File: src/rtl/spram_rd_pkg.sv
// rtl/spram_rd_pkg.sv - shared types, constants and address helper for the SRAM stream reader
//
// Purpose : FSM state encoding, read-buffer geometry and the wrapping address adder
//           used by spram_stream_reader and spram_rd_fifo.
// Contents: state_t        IDLE / RUN / DRAIN
//           FIFO_DEPTH     words the read buffer can hold
//           FIFO_CNT_W     width of the buffer occupancy count
//           FIFO_PTR_W     width of the buffer read/write pointers
//           addr_add_wrap  (addr + inc) modulo 2**w_word
package spram_rd_pkg;

  typedef enum logic [1:0] {
    IDLE  = 2'd0,
    RUN   = 2'd1,
    DRAIN = 2'd2
  } state_t;

  localparam int FIFO_DEPTH = 2;
  localparam int FIFO_CNT_W = $clog2(FIFO_DEPTH + 1);
  localparam int FIFO_PTR_W = (FIFO_DEPTH > 1) ? $clog2(FIFO_DEPTH) : 1;

  // Address increment that wraps inside a 2**w_word word space.
  function automatic logic [31:0] addr_add_wrap(input logic [31:0] addr,
                                                input logic [31:0] inc,
                                                input int          w_word);
    logic [31:0] mask;
    mask = (w_word >= 32) ? 32'hFFFF_FFFF : ((32'd1 << w_word) - 32'd1);
    return (addr + inc) & mask;
  endfunction

endpackage

File: src/rtl/spram_rd_fifo.sv
// rtl/spram_rd_fifo.sv - small read-data buffer of {last, data} entries with occupancy count
//
// Purpose : Holds words returned by the SRAM until the downstream stream accepts them.
//           Push and pop in the same cycle leave the count unchanged.
// Ports   : clk        in   clock, posedge
//           rst        in   synchronous active-high reset; empties the buffer, clears storage
//           push       in   write {push_last, push_data}
//           push_data  in   W_DATA word to store
//           push_last  in   end-of-transfer tag stored with the word
//           pop        in   discard the head entry
//           head_data  out  data of the oldest entry
//           head_last  out  last tag of the oldest entry
//           count      out  number of stored entries
//           empty      out  no entries stored
module spram_rd_fifo
  import spram_rd_pkg::*;
#(
  parameter int W_DATA = 32
) (
  input  logic                  clk,
  input  logic                  rst,
  input  logic                  push,
  input  logic [W_DATA-1:0]     push_data,
  input  logic                  push_last,
  input  logic                  pop,
  output logic [W_DATA-1:0]     head_data,
  output logic                  head_last,
  output logic [FIFO_CNT_W-1:0] count,
  output logic                  empty
);

  logic [W_DATA:0]           mem [FIFO_DEPTH];
  logic [FIFO_PTR_W-1:0]     wr_ptr;
  logic [FIFO_PTR_W-1:0]     rd_ptr;
  logic                      do_push;
  logic                      do_pop;

  function automatic logic [FIFO_PTR_W-1:0] ptr_next(input logic [FIFO_PTR_W-1:0] p);
    return (p == FIFO_PTR_W'(FIFO_DEPTH - 1)) ? '0 : p + FIFO_PTR_W'(1);
  endfunction

  // Pop of an empty buffer is ignored; a push into a full buffer is only taken when the
  // head leaves in the same cycle.
  assign do_pop  = pop && (count != '0);
  assign do_push = push && ((count != FIFO_CNT_W'(FIFO_DEPTH)) || do_pop);

  always_ff @(posedge clk) begin
    if (rst) begin
      for (int i = 0; i < FIFO_DEPTH; i++) begin
        mem[i] <= '0;
      end
      wr_ptr <= '0;
      rd_ptr <= '0;
      count  <= '0;
    end else begin
      if (do_push) begin
        mem[wr_ptr] <= {push_last, push_data};
        wr_ptr      <= ptr_next(wr_ptr);
      end
      if (do_pop) begin
        rd_ptr <= ptr_next(rd_ptr);
      end
      case ({do_push, do_pop})
        2'b10:   count <= count + FIFO_CNT_W'(1);
        2'b01:   count <= count - FIFO_CNT_W'(1);
        default: count <= count;
      endcase
    end
  end

  assign {head_last, head_data} = mem[rd_ptr];
  assign empty                  = (count == '0);

endmodule

File: src/rtl/spram_stream_reader.sv
// rtl/spram_stream_reader.sv - block reader from single-port SRAM to a valid/ready stream
//
// Purpose : On start, reads len words beginning at base_addr from the SRAM and emits them
//           in order on the m_* stream, absorbing the RAM's 1-cycle read latency and any
//           downstream backpressure through a 2-entry buffer.
// Config  : SPRAM_RD_STRIDE_EN - when defined, a stride port is added and latched on start;
//           the address advances by stride per read (stride 0 rereads base_addr). When not
//           defined the address advances by 1.
// Ports   : clk        in   clock, posedge
//           rst        in   synchronous active-high reset; aborts a transfer without done
//           start      in   1-cycle request, accepted only while idle
//           base_addr  in   W_WORD first word address
//           len        in   W_LEN number of words (0 gives an immediate done)
//           stride     in   W_WORD address increment (SPRAM_RD_STRIDE_EN only)
//           busy       out  transfer in progress
//           done       out  1-cycle pulse after the last word is accepted
//           mem_en     out  RAM enable (read)
//           mem_we     out  RAM write enable, tied low
//           mem_addr   out  W_WORD RAM word address
//           mem_dout   in   W_DATA RAM read data, valid the cycle after mem_en
//           m_valid    out  stream word valid
//           m_ready    in   stream accept
//           m_data     out  W_DATA stream word
//           m_last     out  final word of the transfer
module spram_stream_reader
  import spram_rd_pkg::*;
#(
  parameter int W_DATA = 32,
  parameter int W_WORD = 4,
  parameter int W_LEN  = 5
) (
  input  logic              clk,
  input  logic              rst,
  input  logic              start,
  input  logic [W_WORD-1:0] base_addr,
  input  logic [W_LEN-1:0]  len,
`ifdef SPRAM_RD_STRIDE_EN
  input  logic [W_WORD-1:0] stride,
`endif
  output logic              busy,
  output logic              done,
  output logic              mem_en,
  output logic              mem_we,
  output logic [W_WORD-1:0] mem_addr,
  input  logic [W_DATA-1:0] mem_dout,
  output logic              m_valid,
  input  logic              m_ready,
  output logic [W_DATA-1:0] m_data,
  output logic              m_last
);

  localparam int OCC_W = FIFO_CNT_W + 1;

  state_t                  state;
  logic [W_LEN-1:0]        reads_left;
  logic [W_WORD-1:0]       addr_q;
  logic [W_WORD-1:0]       inc_q;
  logic                    rd_pending;
  logic                    pend_last;
  logic                    done_q;

  logic [FIFO_CNT_W-1:0]   fifo_count;
  logic                    fifo_empty;
  logic                    pop;
  logic                    issue;
  logic [OCC_W-1:0]        occ;

  // occ is what the buffer will have committed once this cycle's pop leaves and the
  // pending read lands. Issuing is allowed only while that leaves room for one more word,
  // so the buffer can never overflow even if m_ready drops right after. Counting the pop
  // is what keeps 1 word/cycle with m_ready held high; it makes mem_en depend on m_ready
  // combinationally.
  always_comb begin
    pop   = !fifo_empty && m_ready;
    occ   = OCC_W'(fifo_count) + OCC_W'(rd_pending) - OCC_W'(pop);
    issue = (state == RUN) && (reads_left != '0) && (occ < OCC_W'(FIFO_DEPTH));
  end

  always_ff @(posedge clk) begin
    if (rst) begin
      state      <= IDLE;
      reads_left <= '0;
      addr_q     <= '0;
      rd_pending <= 1'b0;
      pend_last  <= 1'b0;
      done_q     <= 1'b0;
`ifdef SPRAM_RD_STRIDE_EN
      inc_q      <= W_WORD'(1);
`endif
    end else begin
      done_q     <= 1'b0;
      // RAM data is only valid the cycle after an issue; the tag travels with it.
      rd_pending <= issue;
      pend_last  <= issue && (reads_left == W_LEN'(1));

      case (state)
        IDLE: begin
          if (start) begin
            addr_q     <= base_addr;
            reads_left <= len;
`ifdef SPRAM_RD_STRIDE_EN
            inc_q      <= stride;
`endif
            if (len != '0) begin
              state <= RUN;
            end else begin
              done_q <= 1'b1;
            end
          end
        end
        RUN: begin
          if (issue) begin
            addr_q     <= W_WORD'(addr_add_wrap(32'(addr_q), 32'(inc_q), W_WORD));
            reads_left <= reads_left - W_LEN'(1);
            if (reads_left == W_LEN'(1)) begin
              state <= DRAIN;
            end
          end
        end
        DRAIN: begin
          if (pop && m_last) begin
            state  <= IDLE;
            done_q <= 1'b1;
          end
        end
        default: state <= IDLE;
      endcase
    end
  end

`ifndef SPRAM_RD_STRIDE_EN
  assign inc_q = W_WORD'(1);
`endif

  spram_rd_fifo #(
    .W_DATA (W_DATA)
  ) u_fifo (
    .clk       (clk),
    .rst       (rst),
    .push      (rd_pending),
    .push_data (mem_dout),
    .push_last (pend_last),
    .pop       (pop),
    .head_data (m_data),
    .head_last (m_last),
    .count     (fifo_count),
    .empty     (fifo_empty)
  );

  assign busy     = (state != IDLE);
  assign done     = done_q;
  assign mem_en   = issue;
  assign mem_we   = 1'b0;
  assign mem_addr = addr_q;
  assign m_valid  = !fifo_empty;

endmodule

File: config.mk
export PLATFORM = sky130hd
export DESIGN_NAME = spram_stream_reader
export DESIGN_NICKNAME = d
export VERILOG_FILES = /design/src/rtl/spram_rd_pkg.sv /design/src/rtl/spram_rd_fifo.sv /design/src/rtl/spram_stream_reader.sv
export SDC_FILE = /design/constraint.sdc
export NUM_CORES = 1
export LEC_CHECK = 0
export CAP_MARGIN = 20
export CORE_MARGIN = 2
export CORE_UTILIZATION = 45
export DETAILED_ROUTE_END_ITERATION = 7
export PLACE_DENSITY = 0.81
export SLEW_MARGIN = 20
export SYNTH_ARGS = -nofsm -noshare
export SYNTH_HDL_FRONTEND = slang
export SYNTH_SLANG_ARGS = --single-unit
File: constraint.sdc
create_clock -name clk -period 4.1 [get_ports clk]
set_clock_uncertainty 0.15 [all_clocks]
set_input_delay 0.82 -clock clk [delete_from_list [all_inputs] [get_ports clk]]
set_output_delay 0.82 -clock clk [all_outputs]
set_load 0.1 [all_outputs]
==> results of run 1 <==
==> worst max-delay path: stages <==
cell and delay [ps]:
clkdlybuf4s50_1 560, o21a_1 160, ha_1 220, nand2b_1 160, fa_1 380, xnor2_1 180
and4_2 330, buf_12 190
==> area by class of cell <==
type,instances,area (um2)
fill,679,3560
sequential,85,2360
multi-input combinational,195,1510
timing repair buffer,92,831
tap,108,135
clock buffer,9,124
clock inverter,7,98.8
inverter,6,22.5
==> cell usage after synthesis, types with 2 or more instances <==
master / n
ha_1: 6
nand2_1: 4
clkbuf_1: 12
buf_6: 2
mux2_2: 33
nor2b_1: 4
dfxtp_1: 19
nor2_1: 9
o32ai_1: 4
nor3_1: 9
xor2_1: 2
a21oi_1: 12
edfxtp_1: 66
nand3_1: 3
xnor2_1: 3
nand2b_1: 7
or3_1: 2
o21ai_0: 3
and2_1: 67
a21oi_2: 2
buf_2: 3
or2_2: 2
inv_1: 6
buf_4: 2
nor3b_2: 2
o21a_1: 3
==> cell families (layout without fill, tap and decap cells) <==
family | after synthesis | count (layout) | share of synthesized area
and+or+nand+nor | 115 | 115 | 0.176
DFF | 85 | 85 | 0.595
AOI/OAI and AO/OA | 34 | 34 | 0.0674
muxes | 33 | 33 | 0.0936
buffers and inverters | 26 | 114 | 0.0315
adders and majority gates | 7 | 7 | 0.0240
xor gates and xnor gates | 5 | 5 | 0.0110
other | 1 | 1 | 0.000945
==> sequential cells by signal (all words and copies together) (netlist names), named ones only <==
| register | flops |
|---|---|
| mem_addr | 4 |
| pend_last | 1 |
| reads_left | 5 |
| done | 1 |
| u_fifo.mem | 66 |
| state | 2 |
| u_fifo.wr_ptr | 1 |
| u_fifo.rd_ptr | 1 |
| u_fifo.count | 2 |
| rd_pending | 1 |
==> report_power, final <==
part | internal, W | leakage [nW] | switching, W | total (W)
logic | 0.000382 | 0.990 | 0.000979 | 0.00136
clock network | 0.000346 | 0.110 | 0.000305 | 0.000651
registers | 0.00103 | 0.840 | 0.0000605 | 0.00109
==> per-layer routing <==
metal  GRT usage  part of all wire
met1       0.216              0.43
met2       0.292              0.52
met3      0.0437             0.048
met4      0.0385            0.0070
met5           0                 0
==> worst paths after layout <==
kind,endpoint,slack [ps]
max,mem_en,120
min,reads_left[1]$_SDFFE_PP0P_,330
max reg2reg,mem_addr[0]$_SDFFE_PP0P_,1210
min reg2reg,reads_left[1]$_SDFFE_PP0P_,330
==> through the flow <==
step           instance area, um2  instances  power, W  setup slack (ps)  hold WS (ps)
2_1_floorplan                3970        306   0.00218               519           299
3_3_place_gp                 4860        486   0.00246               198           311
3_5_place_dp                 4860        486   0.00247               125           319
4_1_cts                      5080        502   0.00312               121           333
5_1_grt                      5080        502   0.00323              1.66           348
6_report                     5080        502   0.00310               123           335
==> layout by cell type, fill, tap and decap left out, types with 2 or more instances in the layout <==
cell,synthesis,final
o21ai_0,3,3
mux2_2,33,33
nor2_1,9,9
nand2b_1,7,7
clkbuf_8,0,9
o32ai_1,4,4
or3_1,2,2
o21a_1,3,3
nand3_1,3,3
a21oi_1,12,12
clkinv_4,0,2
xnor2_1,3,3
bufinv_16,0,2
and2_1,67,67
nor3_1,9,8
a21oi_2,2,2
clkdlybuf4s50_1,0,51
nor2b_1,4,4
ha_1,6,6
or2_2,2,2
inv_1,6,6
xor2_1,2,2
edfxtp_1,66,66
buf_4,2,40
nand2_1,4,4
dfxtp_1,19,19
==> results.md, run 1 <==
* Outcome: finished, final reports clean
* Worst slew margin at 0.309
* Worst Hold Launch: reads_left[1]$_SDFFE_PP0P_
* Total track usage at 0.170
* Fraction of final layout cells sized beyond drive strength 1 at 0.269
* GP Congestion at 0.847
* Area grow syn2layout at 27.9%
* Fin. max-slew vios at 0
* WL per Instance at 15.7 um
* DR vias at 2602
* Reg-to-Reg Start: u_fifo.count[0]$_SDFFE_PP0P_
* CTS Buf Count at 9
* Critical path launch point: m_ready
* FF-to-FF path depth at 9
* Initial core utilization at 0.460
* Synthesized flop and latch total at 85
* Hold depth at 2
* Clk pin slew, worst setup/hold paths at 90 ps
* First-pass GRT wire length at 12800 um
* HPWL after detailed placement at 5230 um
* Slew @ Worst Pin at 1030 ps
* DIE HEIGHT at 97.9 um
* Final setup TNS at 0 ps
* Ys Warns at 0
* Post-synth EDFFs at 66
* DRT iter0 DRCs at 80
* Post-Syn Nets at 358
* Initial antenna violation count at 0
* Final ANT Viol Nets at 0
* WS Path Type: primary input to primary output
* I/O Buffers at 85
* Post-synth top area cell: edfxtp_1
* PD cells at 610 nW/um2
* Hold_buf cts at 0
* Hold Vio Cnt, Final at 0
* Synthesized area per cell at 13.0 um2
* Post-CTS resize count at 0
* Static Leak at 1.94 nW
* H-tree Lvls at 3
* # setup viols final at 0
* Die X at 97.9 um
* WP data required at 3130 ps
* Die area at 9590 um2
* Pre-antenna DRT Iters at 4
* Final Net Count at 441
* Max Cap Viol at 0
* Fin crit share at 0.970
* CP Launch Type: primary input
* Vias in the first global route at 2583
* Crit end category: primary output
* Max Clock Freq at 251 MHz
* VDD IR max at 0.000411 V
* Arrival @ worst endpoint at 3010 ps
* IO Pins at 87
* Clock tree buffer depth at 2
* Remaining DRCs at 0
* Max FO, Critical Path at 5
* Seq/Total Area, Yosys at 0.595
* CTS tree: yes
* Total congestion overflow at 0
* Synth async-reset ratio at 0
* Row cnt at 34
* Yosys top cell area share at 0.499
* Root buf cell: clkbuf_8
* Clock sink count at 85
* Fin crit period at 3980 ps
* Mapped Cells at 306
* Yosys cell types at 45
* Ant diodes at 0
* Synth top area cells: edfxtp_1, and2_1, dfxtp_1
* Aggregate routed wire length at 7900 um
* RSZ-0062 raised after global routing: false
* Largest net degree at the start of global routing at 34
* Worst hold path class: flip-flop to flip-flop
* Mapped cell area at 3970 um2
* Skew-Pair Late Insertion Delay at 340 ps
* Via density at 5.18
* Synth Flop Type: edfxtp_1
* Core Area at 8640 um2
* Setup Buffers After CTS at 0
* Fin util at 0.588
No activity file was read; power rests on OpenSTA's default activity.
==> inputs of run 2 (changes only) <==
--- a/config.mk
+++ b/config.mk
@@ -9,6 +9,8 @@
 export CORE_MARGIN = 2
 export CORE_UTILIZATION = 45
 export DETAILED_ROUTE_END_ITERATION = 7
+export HOLD_SLACK_MARGIN = 0.08
+export MAX_ROUTING_LAYER = met4
 export PLACE_DENSITY = 0.81
 export SLEW_MARGIN = 20
 export SYNTH_ARGS = -nofsm -noshare
==> results.md, run 2 (synthesis results as in run 1) <==
* Outcome: finished, final reports clean
* RSZ-0062 raised after global routing: false
* Slew @ Worst Pin at 1040 ps
* CP Cell Sequence: clkdlybuf4s50_1 > o21a_1 > ha_1 > nand2b_1 > fa_1 > xnor2_1 > and4_2 > buf_12
* WL per Instance at 15.8 um
* Total congestion overflow at 0
* Ant diodes at 0
* Final worst slack at 131 ps
* Pre-CTS WS at 125 ps
* Flop2flop setup slack at 1220 ps
* Aggregate routed wire length at 7920 um
* Post-route cell area at 5080 um2
* Pre-antenna DRT Iters at 5
* Die area at 9590 um2
* Slowest cell on crit path: clkdlybuf4s50_1
* Fillers at 679
* I/O Buffers at 85
* Initial core utilization at 0.460
* Fin crit share at 0.968
* Fin util at 0.588
* Area grow syn2layout at 27.9%
* Worst slew margin at 0.304
* CP Launch Type: primary input
* Remaining DRCs at 0
* Internal power at 0.00176 W
* WP data required at 3130 ps
* Hold depth at 2
* WS Path Type: primary input to primary output
* Die X at 97.9 um
* PD cells at 611 nW/um2
* Total track usage at 0.175
* Worst Hold Launch: reads_left[1]$_SDFFE_PP0P_
* Sequential Power Share at 0.351
* HPWL after detailed placement at 5230 um
* Top reg by flops: u_fifo.mem
* CTS tree: yes
* Crit end category: primary output
* Final setup TNS at 0 ps
* Min-Delay Endpoint: reads_left[1]$_SDFFE_PP0P_
* Multi-input gate area at 1510 um2
* Reg-to-Reg Start: u_fifo.count[0]$_SDFFE_PP0P_
* Hold_buf cts at 0
* Max Clock Freq at 252 MHz
* Max Cap Viol at 0
* Setup Buffers After CTS at 0
* # setup viols final at 0
* Initial antenna violation count at 0
* Largest net degree at the start of global routing at 34
* Fin. max-slew vios at 0
* Combinational share of power at 0.439
* Final hold slack at 330 ps
* Slowest Stage Delay on Critical Path at 560 ps
* Largest register FFs at 66
* Hold Vio Cnt, Final at 0
* DRT iter0 DRCs at 83
* DP Area at 4860 um2
* Final Net Count at 441
* Clk pin slew, worst setup/hold paths at 90 ps
* Worst hold path class: flip-flop to flip-flop
* Via density at 5.22
* IO Pins at 87
* FF-to-FF path depth at 9
* H-tree Lvls at 3
* Final ANT Viol Nets at 0
* CTS Buf Count at 9
* Row cnt at 34
* VDD IR max at 0.000410 V
* Vias in the first global route at 2581
* FF-to-FF End: mem_addr[0]$_SDFFE_PP0P_
* DIE HEIGHT at 97.9 um
* P_sw at 0.00135 W
* DR vias at 2620
* Skew-Pair Late Insertion Delay at 340 ps
* Clock share of power at 0.210
* Net Sw Frac at 0.434
* Clock sink count at 85
* Arrival @ worst endpoint at 3000 ps
* Max FO, Critical Path at 5
* Clock tree buffer depth at 2
* Commonest cells after routing, fill and taps aside: and2_1, edfxtp_1, clkdlybuf4s50_1
* Post-CTS resize count at 0
* Static Leak at 1.94 nW
* Fraction of final layout cells sized beyond drive strength 1 at 0.269
* Root buf cell: clkbuf_8
* Fin crit period at 3970 ps
* First-pass GRT wire length at 12800 um
* Sequential Area at 2360 um2
* Core Area at 8640 um2
* Most common cell after layout, fill and taps aside: and2_1
* GP Congestion at 0.861
[run 2: cell counts in the layout (fill, tap and decap cells not counted)]
No cell type changed its count.
[run 2: power by group through the flow]
| stage | Clock [W] | Sequential, W | Combinational (W) |
|---|---|---|---|
| 2_1_floorplan | 0 | 0.00114 | 0.00104 |
| 5_1_grt | 0.000701 | 0.00110 | 0.00142 |
| 4_1_cts | 0.000663 | 0.00109 | 0.00137 |
| 6_report | 0.000651 | 0.00109 | 0.00136 |
| 3_5_place_dp | 0 | 0.00111 | 0.00136 |
| 3_3_place_gp | 0 | 0.00110 | 0.00135 |
[run 2: worst max path at each step]
stage                       start     end  slack (ps)  cells past startpoint
after detailed placement  m_ready  mem_en         130                      8
after global placement    m_ready  mem_en         200                      8
after CTS                 m_ready  mem_en         120                      8
after floorplan           m_ready  mem_en         520                      7
after global routing      m_ready  mem_en           2                      8
final                     m_ready  mem_en         130                      8
[run 2: layout make-up]
| type | instances | area share |
|---|---|---|
| inverter | 6 | 0.00443 |
| clock inverter | 7 | 0.0195 |
| multi-input combinational | 195 | 0.296 |
| timing repair buffer | 92 | 0.164 |
| clock buffer | 9 | 0.0244 |
| sequential | 85 | 0.465 |
| tap | 108 | 0.0266 |
[run 2: metrics by stage]
| step | power (W) | std cells |
|---|---|---|
| after floorplan | 0.00218 | 306 |
| after global placement | 0.00246 | 486 |
| after global routing | 0.00322 | 502 |
| final | 0.00310 | 502 |
| after detailed placement | 0.00247 | 486 |
| after CTS | 0.00312 | 502 |
[run 2: routing by layer]
layer,track usage,vias up,routed length [um]
met5,-,-,0
li1,-,1255,-
met2,0.293,68,4080
met4,0.0385,0,55
met3,0.0429,6,386
met1,0.215,1291,3390
[run 2: worst max-delay path, delay by kind of cell]
kind / cells / cell delay (ps)
buf+inv: 2 / 750
simple gates: 2 / 490
fa+ha+maj: 2 / 600
xor+xnor: 1 / 180
compound gates: 1 / 160
